### config.mk
export PLATFORM = sky130hd
export DESIGN_NAME = rv_fetch_queue
export DESIGN_NICKNAME = d
export VERILOG_FILES = /design/src/rtl/rv_fetch_queue.sv
export SDC_FILE = /design/constraint.sdc
export NUM_CORES = 1
export LEC_CHECK = 0
export ABC_CLOCK_PERIOD_IN_PS = 38500
export CAP_MARGIN = 20
export CORE_MARGIN = 3
export CORE_UTILIZATION = 63
export DETAILED_ROUTE_END_ITERATION = 8
export PLACE_DENSITY = 0.86
export SLEW_MARGIN = 30
export SYNTH_ARGS = -nofsm -noshare
export SYNTH_HDL_FRONTEND = slang
export SYNTH_SLANG_ARGS = --single-unit
### constraint.sdc
create_clock -name clk -period 38.5 [get_ports clk]
set_clock_uncertainty 0.05 [all_clocks]
set_input_delay 7.7 -clock clk [delete_from_list [all_inputs] [get_ports clk]]
set_output_delay 7.7 -clock clk [all_outputs]
set_load 0.1 [all_outputs]
### src/rtl/rv_fetch_queue.sv
// rv_fetch_queue: instruction-fetch front end with a decoupling FIFO.
// Owns the PC, issues in-order fetch requests and buffers {pc, instr}
// pairs for decode. A redirect flushes the queue and discards all
// responses still in flight from before the redirect.
// Optional feature macro: RV_FQ_BYPASS_EN. When defined, a response that
// arrives while the queue is empty is forwarded to decode in the same cycle.

module rv_fetch_queue #(
  parameter int              XLEN     = 32,
  parameter int              DEPTH    = 4,
  parameter logic [XLEN-1:0] RESET_PC = '0
) (
  input  logic                       clk,
  input  logic                       rst,
  output logic                       imem_req_valid,
  input  logic                       imem_req_ready,
  output logic [XLEN-1:0]            imem_req_addr,
  input  logic                       imem_rsp_valid,
  input  logic [31:0]                imem_rsp_data,
  input  logic                       redirect,
  input  logic [XLEN-1:0]            redirect_pc,
  output logic                       id_valid,
  input  logic                       id_ready,
  output logic [31:0]                id_instr,
  output logic [XLEN-1:0]            id_pc,
  output logic [$clog2(DEPTH+1)-1:0] count
);

  localparam int AW = $clog2(DEPTH);
  localparam int CW = $clog2(DEPTH+1);
  // Headroom above the queue depth: drop is reloaded from inflight, and
  // requests keep issuing while older responses drain.
  localparam int IW = CW + 4;

  typedef enum logic [1:0] {
    BOOT  = 2'd0,
    RUN   = 2'd1,
    DRAIN = 2'd2
  } state_t;

  state_t state, state_next;

  logic [XLEN-1:0] pc;
  logic [IW-1:0]   inflight;
  logic [IW-1:0]   drop;

  logic [XLEN-1:0] pc_mem    [DEPTH];
  logic [31:0]     instr_mem [DEPTH];
  logic [AW-1:0]   head;
  logic [AW-1:0]   tail;
  logic [CW-1:0]   count_q;

  // Tags are only kept for requests whose responses will be used; tags of
  // requests outstanding at a redirect are thrown away with the flush.
  logic [XLEN-1:0] tag_mem [DEPTH];
  logic [AW-1:0]   tag_head;
  logic [AW-1:0]   tag_tail;

  logic [IW-1:0]   live;
  logic [IW-1:0]   occupancy;
  logic [IW-1:0]   inflight_ret;
  logic            req_fire;
  logic            rsp_drop;
  logic            rsp_keep;
  logic [XLEN-1:0] rsp_pc;
  logic            fifo_empty;
  logic            push;
  logic            pop;
  logic            redirect_pc_unused;

  assign redirect_pc_unused = ^redirect_pc[1:0];

  assign live         = inflight - drop;
  assign occupancy    = IW'(count_q) + live;
  assign inflight_ret = inflight - IW'(imem_rsp_valid);

  assign imem_req_valid = (state != BOOT) & !redirect & (occupancy < IW'(DEPTH));
  assign imem_req_addr  = pc;
  assign req_fire       = imem_req_valid & imem_req_ready;

  assign rsp_drop   = imem_rsp_valid & ((drop != '0) | redirect);
  assign rsp_keep   = imem_rsp_valid & (drop == '0) & !redirect;
  assign rsp_pc     = tag_mem[tag_head];
  assign fifo_empty = (count_q == '0);
  assign count      = count_q;

`ifdef RV_FQ_BYPASS_EN
  logic bypass;
  assign bypass   = fifo_empty & rsp_keep & (state != BOOT);
  assign id_valid = (!fifo_empty & !redirect) | bypass;
  assign id_instr = bypass ? imem_rsp_data : instr_mem[head];
  assign id_pc    = bypass ? rsp_pc : pc_mem[head];
  assign pop      = id_ready & !fifo_empty & !redirect;
  assign push     = rsp_keep & !(bypass & id_ready);
`else
  assign id_valid = !fifo_empty & !redirect;
  assign id_instr = instr_mem[head];
  assign id_pc    = pc_mem[head];
  assign pop      = id_valid & id_ready;
  assign push     = rsp_keep;
`endif

  // State register for the boot/run/drain sequencing.
  always_ff @(posedge clk or posedge rst) begin
    if (rst) state <= BOOT;
    else     state <= state_next;
  end

  // Next state: enter DRAIN whenever a redirect leaves responses to discard.
  always_comb begin
    state_next = state;
    case (state)
      BOOT: state_next = RUN;
      RUN: begin
        if (redirect && (inflight_ret != '0)) state_next = DRAIN;
      end
      DRAIN: begin
        if (redirect)                        state_next = (inflight_ret != '0) ? DRAIN : RUN;
        else if (rsp_drop && (drop == IW'(1))) state_next = RUN;
      end
      default: state_next = BOOT;
    endcase
  end

  // PC, outstanding-request and discard counters; redirect wins over all.
  always_ff @(posedge clk or posedge rst) begin
    if (rst) begin
      pc       <= RESET_PC;
      inflight <= '0;
      drop     <= '0;
    end else if (redirect) begin
      pc       <= {redirect_pc[XLEN-1:2], 2'b00};
      inflight <= inflight_ret;
      drop     <= inflight_ret;
    end else begin
      if (req_fire) pc <= pc + XLEN'(4);
      inflight <= inflight + IW'(req_fire) - IW'(imem_rsp_valid);
      if (rsp_drop) drop <= drop - IW'(1);
    end
  end

  // Tag FIFO: PC of each live request, written at issue, read at response.
  always_ff @(posedge clk or posedge rst) begin
    if (rst) begin
      tag_head <= '0;
      tag_tail <= '0;
      for (int i = 0; i < DEPTH; i++) tag_mem[i] <= '0;
    end else if (redirect) begin
      tag_head <= '0;
      tag_tail <= '0;
    end else begin
      if (req_fire) begin
        tag_mem[tag_tail] <= pc;
        tag_tail          <= tag_tail + AW'(1);
      end
      if (rsp_keep) tag_head <= tag_head + AW'(1);
    end
  end

  // Instruction queue toward decode; flushed by redirect.
  always_ff @(posedge clk or posedge rst) begin
    if (rst) begin
      head    <= '0;
      tail    <= '0;
      count_q <= '0;
      for (int i = 0; i < DEPTH; i++) begin
        pc_mem[i]    <= '0;
        instr_mem[i] <= '0;
      end
    end else if (redirect) begin
      head    <= '0;
      tail    <= '0;
      count_q <= '0;
    end else begin
      if (push) begin
        pc_mem[tail]    <= rsp_pc;
        instr_mem[tail] <= imem_rsp_data;
        tail            <= tail + AW'(1);
      end
      if (pop) head <= head + AW'(1);
      case ({push, pop})
        2'b10:   count_q <= count_q + CW'(1);
        2'b01:   count_q <= count_q - CW'(1);
        default: count_q <= count_q;
      endcase
    end
  end

endmodule
After elaboration in Yosys (flattened, before gate mapping)
Cells that the tools add are included.
{ "totals": {"input_bits": 70, "mem_bits_ro": 0, "ram_bits": 0, "wordCells": 118, "ff_bits": 443, "latchBits": 0, "n_memories": 0} }
{ "classes": {"order_cmp": 7, "n_reduce_logical": 20, "eq_ne": 7, "div": 0, "add_sub_neg": 13, "mul": 0, "mux": 36, "bitwise_logic": 14, "shift": 0} }
{ "op_table": {"columns": ["operator", "n"], "rows": [
  ["$bwmux W128", 3],
  ["$mux W32", 10],
  ["$bmux W32 S2", 3],
  ["$demux W32 S2", 2],
  ["$add A32 B3 Y32 const B", 1],
  ["$mux W2", 12],
  ["$mux W7", 3],
  ["$reduce_bool A7 Y1", 2],
  ["$sub A7 B1 Y7", 2],
  ["$ge A3 B3 Y1 const B", 4],
  ["$not A2 Y3", 4],
  ["$reduce_bool A2 Y1", 5],
  ["$add A2 B1 Y2 const B", 4],
  ["$and A1 B1 Y1", 8],
  ["$add A3 B7 Y7", 1],
  ["$add A7 B1 Y7", 1],
  ["$eq A7 B1 Y1 const B", 1],
  ["$logic_not A7 Y1", 1],
  ["$lt A7 B3 Y1 const B", 1],
  ["$sub A7 B1 Y7 const B", 1],
  ["$sub A7 B7 Y7", 1],
  ["$lt A3 B1 Y1 const B", 2],
  ["$pmux W2 S3", 1],
  ["$pmux W3 S2", 1],
  ["15 further kinds", 23]
]} }

Logic depth before layout (Yosys ltp)
Gate-level depths: netlist of the first run.
{ "logic_depth": {"ltp_word": 8, "depth_mapped": 22, "mapped_depth_nobuf": 20} }

Least setup slack after synthesis of the first run
No wires, ideal clock.
{ "synth_timing": {"path_kind": "input port to output port", "from": "input redirect", "to": "output id_valid", "t_arrival_ns": 9.811, "required_time_ns": 30.750, "path_slack_ns": 20.939, "path_stages": 5, "cell_sequence": "buf_1 -> clkbuf_1 -> clkbuf_1 -> buf_1 -> nor2_1"} }
{ "synth_between": {"elab_chain_cells": 2} }
{ "synth_rtl": {"columns": ["element", "line_no", "source"], "rows": [
  ["start: declaration", "20", "input logic redirect,"],
  ["$logic_not A1 Y1", "96", "assign id_valid = !fifo_empty & !redirect;"],
  ["$and A1 B1 Y1", "96", null],
  ["end: declaration", "22", "output logic id_valid,"]
]} }
No other way between the ends.

Worst setup path after layout of the first run
{ "layout_timing": {"from": "input redirect", "to": "output imem_req_valid"} }
{ "layout_between": {"elab_chain_cells": 3} }
{ "layout_rtl": {"columns": ["element", "line_no", "source"], "rows": [
  ["$logic_not A1 Y1", "77", "assign imem_req_valid = (state != BOOT) & !redirect & (occupancy < IW'(DEPTH));"],
  ["$and A1 B1 Y1 (2 in a row)", "77", null],
  ["end: declaration", "15", "output logic imem_req_valid,"]
]} }
No other way between the ends.

==> results by group, run 1 <==
Global route
  – First-pass GRT wire length: roughly 73000 um
  – Initial antenna violation count: 0
  – Largest net degree at the start of global routing: 141
  – GRT Util Overall: about a quarter
  – Total global routing overflow: 0
  – Vias in the first global route: 13430

Logic synthesis
  – EDFF count, synth: 0
  – Avg Cell Area, Syn: approximately 15 sq um
  – Register area share after synthesis: between 50 and 60%
  – Unique masters post-synth: 67
  – Cells after synthesis: 1405
  – Predominant post-synthesis flop cell: dfrtp_1
  – Synthesized cell area: 0.02056 sq mm
  – Yosys warns: 0
  – Ys async rst share: 100.0%
  – Number of synthesized register bits: 425

Clocking
  – Setup Buffers After CTS: 0
  – H-tree depth: 2
  – CTS Root Cell: clkbuf_16
  – Clock sink total: 425
  – Clock Path Buffers: 3
  – Hold_buf cts: 0
  – TritonCTS clock tree: built
  – Clock transition at path regs: 0.06 ns
  – Clk Latency, worst-skew pair: 0.53 ns
  – CTS resizes: 0
  – Number of CTS-inserted buffers: 43

Power and ir drop
  – P_sw: between 0.4 and 0.5 mW
  – Power Total: 1.328 mW
  – Pleak: 11.46 nW
  – Comb power frac: 29.5%
  – Worst vdd ir: about 53 uV
  – Power density over the cells: 55.58 mW/mm^2
  – Switch share: 34.16%
  – Reg power frac: 38.8%
  – Int Power: 0.8745 mW
  – Clock power share: 31.7%

Finish
  – Share of cells above drive strength 1: 37.16%
  – Area used by multi-input combinational logic: 0.009339 sq mm
  – Final core utilization: 74.96%
  – Most frequent cells in the layout: dfrtp_1 (421), mux2_2 (281), clkdlybuf4s50_1 (153), mux4_2 (92), mux2_4 (90)
  – Antenna Cells: 0
  – FF/Latch Area: 0.01064 sq mm
  – Nets: 1650
  – Area grow syn2layout: 16.21%
  – Commonest non-fill, non-tap cell in the layout: dfrtp_1
  – Fill count: around 2000
  – Post-route cell area: 0.02390 sq mm

Setup path
  – CP max FO: 65
  – CP Launch Type: input port
  – Crit. End Element: primary output
  – Critical path type: input port to primary output
  – Worst EP arrival: about 9.9 ns
  – Required time worst endpoint: 30.75 ns

Run status
  – Outcome: completed

Timing
  – Fin. Hold Viols: 0
  – Setup TNS Final: 0 ns
  – RSZ-0062 raised after global routing: no
  – Post-layout min period: 17.68 ns
  – Final Max Tran Viols: 0
  – Worst slew pin tran: roughly 1.1 ns
  – Final setup viols: 0
  – Slew HR: 29.72%
  – Fin crit share: between 40 and 50%
  – Highest Clock Rate: about 57 MHz

Drt
  – Residual DRC: 0
  – WL final: 45090 um
  – Vias: ~12000
  – Final ANT Viol Nets: 0
  – First-pass iteration count of the detailed router: 6
  – Drt initial violations: 964
  – Via density: 6.229
  – Drt wl/cell: 22.50 um

Floorplan
  – Initial Util: 64.51%
  – Core area: 0.03188 sq mm
  – Die Span Y: 186.7 um
  – Rows: 65
  – Die extent in x: 186.7 um
  – Top-level I/O count: 171
  – DIE AREA: 0.03485 sq mm

Place
  – Routability cong.: 0.8780
  – Dpl hpwl: approximately 28000 um
  – Number of port buffers: 164
  – Post-DP Area: 0.02240 sq mm

Run
  – Max capacitance violation total: 0

Worst hold path
  – HP Class: flop to flop
-- Yosys cell counts (8+ instances only) --
master / number / area (sq um)
dfrtp_1: 425 / 10640
mux2_2: 281 / 3164
mux4_2: 92 / 2072
mux2_4: 90 / 1351
clkbuf_1: 56 / 210.2
inv_1: 41 / 153.9
nor2_1: 39 / 146.4
ha_1: 37 / 462.9
nand2_1: 37 / 138.9
nand3_1: 23 / 115.1
nor3_1: 19 / 95.09
o21ai_0: 18 / 90.09
a31oi_1: 17 / 106.4
buf_1: 14 / 52.55
a21oi_1: 12 / 60.06
xnor2_1: 12 / 105.1
nand4_1: 11 / 68.82
o31ai_1: 11 / 82.58
or4_1: 11 / 82.58
buf_2: 10 / 50.05
buf_6: 10 / 112.6
or3_1: 10 / 62.56
a21boi_0: 9 / 67.56
nor2b_1: 9 / 56.30
and3_1: 8 / 50.05
mux2i_1: 8 / 80.08
-- power by group through the flow --
stage          clock, mW  combinational (mW)  sequential, mW
2_1_floorplan          0               0.285           0.533
3_5_place_dp           0               0.387           0.521
3_3_place_gp           0               0.376           0.518
5_1_grt            0.447               0.425           0.519
4_1_cts            0.427               0.390           0.515
6_report           0.421               0.392           0.515
-- through the flow --
stage / cells / setup WS, ns / hold slack [ns]
after CTS: 2001 / 20.14 / 0.4305
after global placement: 1926 / 20.18 / 0.4033
after floorplan: 1408 / 18.92 / 0.3871
after global routing: 2004 / 20.72 / 0.4581
final: 2004 / 20.82 / 0.4371
after detailed placement: 1926 / 20.15 / 0.4108
-- critical path: stages --
cell,delay (ns)
buf_2,0.09
buf_4,0.33
a311oi_4,0.43
o31a_2,0.28
nand4b_4,0.25
inv_2,0.32
buf_2,0.51
-- worst paths after layout --
path                            depth (start not counted)              to  slack (ns)        start
worst min register to register                          1        state[1]        0.44     state[0]
max in group asynchronous                               4      pc_mem[15]       28.70          rst
worst max-delay path                                    7  imem_req_valid       20.82     redirect
min in group asynchronous                               2  instr_mem[104]        7.67          rst
worst min-delay path                                    1        state[1]        0.44     state[0]
worst max register to register                         20     inflight[6]       33.00  inflight[2]
-- state kept, by name, indices dropped and copies added (netlist names), 3 cells and up --
register / cells
count: 3
tag_mem: 120
drop: 7
inflight: 7
imem_req_addr: 30
instr_mem: 128
pc_mem: 120
-- kinds of logic after synthesis --
family,after synthesis,share of synthesized area [%]
buffers and inverters,138,3.036
other,1,0.01824
adder cells (fa/ha/maj),41,2.641
AO/OA/AOI/OAI,109,3.760
flip-flops,425,51.72
multiplexers,471,32.42
AND/OR/NAND/NOR,201,5.531
XOR/XNOR,19,0.8761
-- layer usage --
| layer | global-route usage (%) | vias to the layer above | routed length [um] |
|---|---|---|---|
| met5 | 0 | - | 0 |
| met4 | 6.862 | 0 | 984 |
| met3 | 4.471 | 68 | 2464 |
| met2 | 44.02 | 401 | 22450 |
| met1 | 35.63 | 6537 | 19180 |
| li1 | - | 5476 | - |
-- final cells by class --
cell class | instances | share of cell area (%)
clock buffer | 59 | 5.047
multi-input combinational | 845 | 39.08
inverter | 43 | 0.7278
timing repair buffer | 181 | 7.440
sequential | 425 | 44.53
clock inverter | 16 | 0.8953
tap | 435 | 2.277
(Power assumes the default switching activity.)
==> inputs of run 2 (changes only) <==
--- a/config.mk
+++ b/config.mk
@@ -5,12 +5,12 @@
 export SDC_FILE = /design/constraint.sdc
 export NUM_CORES = 1
 export LEC_CHECK = 0
-export ABC_CLOCK_PERIOD_IN_PS = 38500
+export ABC_CLOCK_PERIOD_IN_PS = 17400
 export CAP_MARGIN = 20
 export CORE_MARGIN = 3
-export CORE_UTILIZATION = 63
+export CORE_UTILIZATION = 59
 export DETAILED_ROUTE_END_ITERATION = 8
-export PLACE_DENSITY = 0.86
+export PLACE_DENSITY = 0.81
 export SLEW_MARGIN = 30
 export SYNTH_ARGS = -nofsm -noshare
 export SYNTH_HDL_FRONTEND = slang
==> constraint.sdc (replaced) <==
create_clock -name clk -period 17.4 [get_ports clk]
set_clock_uncertainty 0.05 [all_clocks]
set_input_delay 3.48 -clock clk [delete_from_list [all_inputs] [get_ports clk]]
set_output_delay 3.48 -clock clk [all_outputs]
set_load 0.1 [all_outputs]
==> results by group, run 2 (same netlist as run 1, synthesis figures left out) <==
Place
  – Number of port buffers: 164 (unchanged)
  – Dpl hpwl: 27820 um (+0.86%)
  – Routability cong.: 0.8994 (+2.4%)
  – Placed cell count: 1939 (+0.67%)
  – Post-DP Area: 0.02240 sq mm (about the same)

Setup path
  – Reg2reg path depth: 20 (unchanged)
  – R2r startpoint: inflight[2]
  – CP max FO: 65 (unchanged)
  – Peak per-stage delay on the critical path: 0.52 ns (about the same)
  – Critical path type: input port to primary output
  – CP Launch Type: input port
  – Crit. End Element: primary output
  – R2R setup slack: 12.01 ns (-20.99 ns)
  – Required time worst endpoint: 13.87 ns (-16.88 ns)
  – FF-to-FF End: inflight[6]
  – Worst EP arrival: 5.71 ns (-4.22 ns)
  – Most used cell, CP: buf_2
  – Slowest stage cell, crit path: buf_2
  – Crit-path cells: buf_2 > buf_4 > a311oi_4 > o31a_2 > nand4b_4 > inv_2 > buf_2

Clocking
  – Hold_buf cts: 0 (unchanged)
  – Number of CTS-inserted buffers: 44 (+2.3%)
  – CTS Root Cell: clkbuf_16
  – CTS resizes: 0 (unchanged)
  – Clock sink total: 425 (unchanged)
  – Clock Path Buffers: 3 (unchanged)
  – Setup Buffers After CTS: 0 (unchanged)
  – TritonCTS clock tree: built
  – Clock transition at path regs: 0.06 ns (about the same)
  – Clk Latency, worst-skew pair: 0.55 ns (+0.02 ns)
  – H-tree depth: 2 (unchanged)

Timing
  – Fin. Hold Viols: 0 (unchanged)
  – Slew HR: 30.83% (+1.1 points)
  – Final Max Tran Viols: 0 (unchanged)
  – Worst slew pin tran: 1.034 ns (-0.01660 ns)
  – RSZ-0062 raised after global routing: no
  – Setup TNS Final: 0 ns (unchanged)
  – Final setup viols: 0 (unchanged)
  – Fin crit share: 53.11%
  – Min Hold Slack: 0.4151 ns (-0.02203 ns)
  – Post-layout min period: 9.240 ns
  – Highest Clock Rate: 108.2 MHz

Finish
  – Share of cells above drive strength 1: 37.44% (+0.29 points)
  – Commonest non-fill, non-tap cell in the layout: dfrtp_1
  – Top flop regs: instr_mem (128), pc_mem (120), tag_mem (120)
  – Nets: 1650 (unchanged)
  – Number of flip-flops under the largest register name: 128 (unchanged)
  – Top reg by flops: instr_mem
  – Final non-filler cell total: 2021 (+0.85%)
  – FF/Latch Area: 0.01064 sq mm (unchanged)
  – Fill count: 2291 (+17%)
  – Antenna Cells: 0 (unchanged)
  – Most frequent cells in the layout: dfrtp_1 (421), mux2_2 (281), clkdlybuf4s50_1 (150), mux4_2 (92), mux2_4 (90)
  – Area used by multi-input combinational logic: 0.009339 sq mm (unchanged)
  – Area grow syn2layout: 16.09%
  – Post-route cell area: 0.02387 sq mm (-0.10%)

Power and ir drop
  – Power density over the cells: 122.4 mW/mm^2 (+120%)
  – Pleak: 11.46 nW (about the same)
  – Worst vdd ir: 95.72 uV (+82%)
  – Power Total: 2.922 mW (+120%)

Floorplan
  – Rows: 67 (+3.1%)
  – DIE AREA: 0.03713 sq mm (+6.6%)
  – Core area: 0.03395 sq mm (+6.5%)
  – Top-level I/O count: 171 (unchanged)
  – Die extent in x: 192.7 um (+3.2%)
  – Die Span Y: 192.7 um (+3.2%)
  – Initial Util: 60.57% (-3.9 points)

Run status
  – Outcome: completed

Worst hold path
  – Hold depth: 1 (unchanged)
  – Worst hold endpoint: state[1]
  – HP Class: flop to flop
  – Min-Delay Startpoint: state[0]

Global route
  – Vias in the first global route: 13000 (-3.2%)
  – Total global routing overflow: 0 (unchanged)
  – First-pass GRT wire length: 71250 um (-2.8%)
  – GRT Util Overall: 24.40% (-1.7 points)
  – Largest net degree at the start of global routing: 146 (+3.5%)
  – Initial antenna violation count: 0 (unchanged)

Drt
  – Via density: 6.135 (-1.5%)
  – Residual DRC: 0 (unchanged)
  – Final ANT Viol Nets: 0 (unchanged)
  – Drt initial violations: 735 (-24%)
  – Vias: 12400 (-0.67%)
  – First-pass iteration count of the detailed router: 5 (-1)
  – WL final: 44470 um (-1.4%)
  – Drt wl/cell: 22.01 um (-2.2%)

Run
  – Max capacitance violation total: 0 (unchanged)
## run 2: cell count changes in the layout (fill, tap and decap cells not counted), moves of 2 or more
cell | previous run | this run
clkdlybuf4s50_1 | 153 | 150
buf_2 | 11 | 13
clkbuf_16 | 43 | 45
clkinv_2 | 8 | 11
bufinv_16 | 5 | 2
clkinv_4 | 0 | 2
## run 2: final cells by class
type	count	share of cell area, %
sequential	425	44.58
clock buffer	62	5.278
clock inverter	18	0.6604
multi-input combinational	845	39.12
tap	448	2.348
inverter	43	0.7285
timing repair buffer	180	7.285
## run 2: where the power goes
group          internal, mW  total, mW  switching [mW]
registers              1.07       1.14          0.0719
clock network         0.536      0.923           0.387
logic                 0.309      0.861           0.552
## run 2: metal layers
layer | global-route usage [%] | up-vias | routed length (um)
li1 | - | 5475 | -
met1 | 33.91 | 6490 | 19470
met2 | 40.10 | 369 | 21470
met3 | 5.032 | 64 | 2869
met4 | 5.660 | 0 | 667
met5 | 0 | - | 0
## run 2: worst max path at each step
stage	start	endpoint	cells past startpoint
global placement	redirect	imem_req_valid	7
global route	redirect	imem_req_valid	7
floorplan	rst	count[0]	1
detailed placement	redirect	imem_req_valid	7
finish	redirect	imem_req_valid	7
CTS	redirect	imem_req_valid	7
## run 2: stage by stage
step                      setup slack (ns)  utilization [%]
after floorplan                      2.037                -
after global placement               7.489            66.10
after detailed placement             8.188            65.96
after CTS                            8.186            70.14
after global routing                 8.039            70.32
final                                8.160            70.32
## run 2: critical path, delay by kind of cell
family,cells,cell delay [ns]
AND/OR/NAND/NOR,1,0.24
buffers and inverters,4,1.26
AO/OA/AOI/OAI,2,0.70
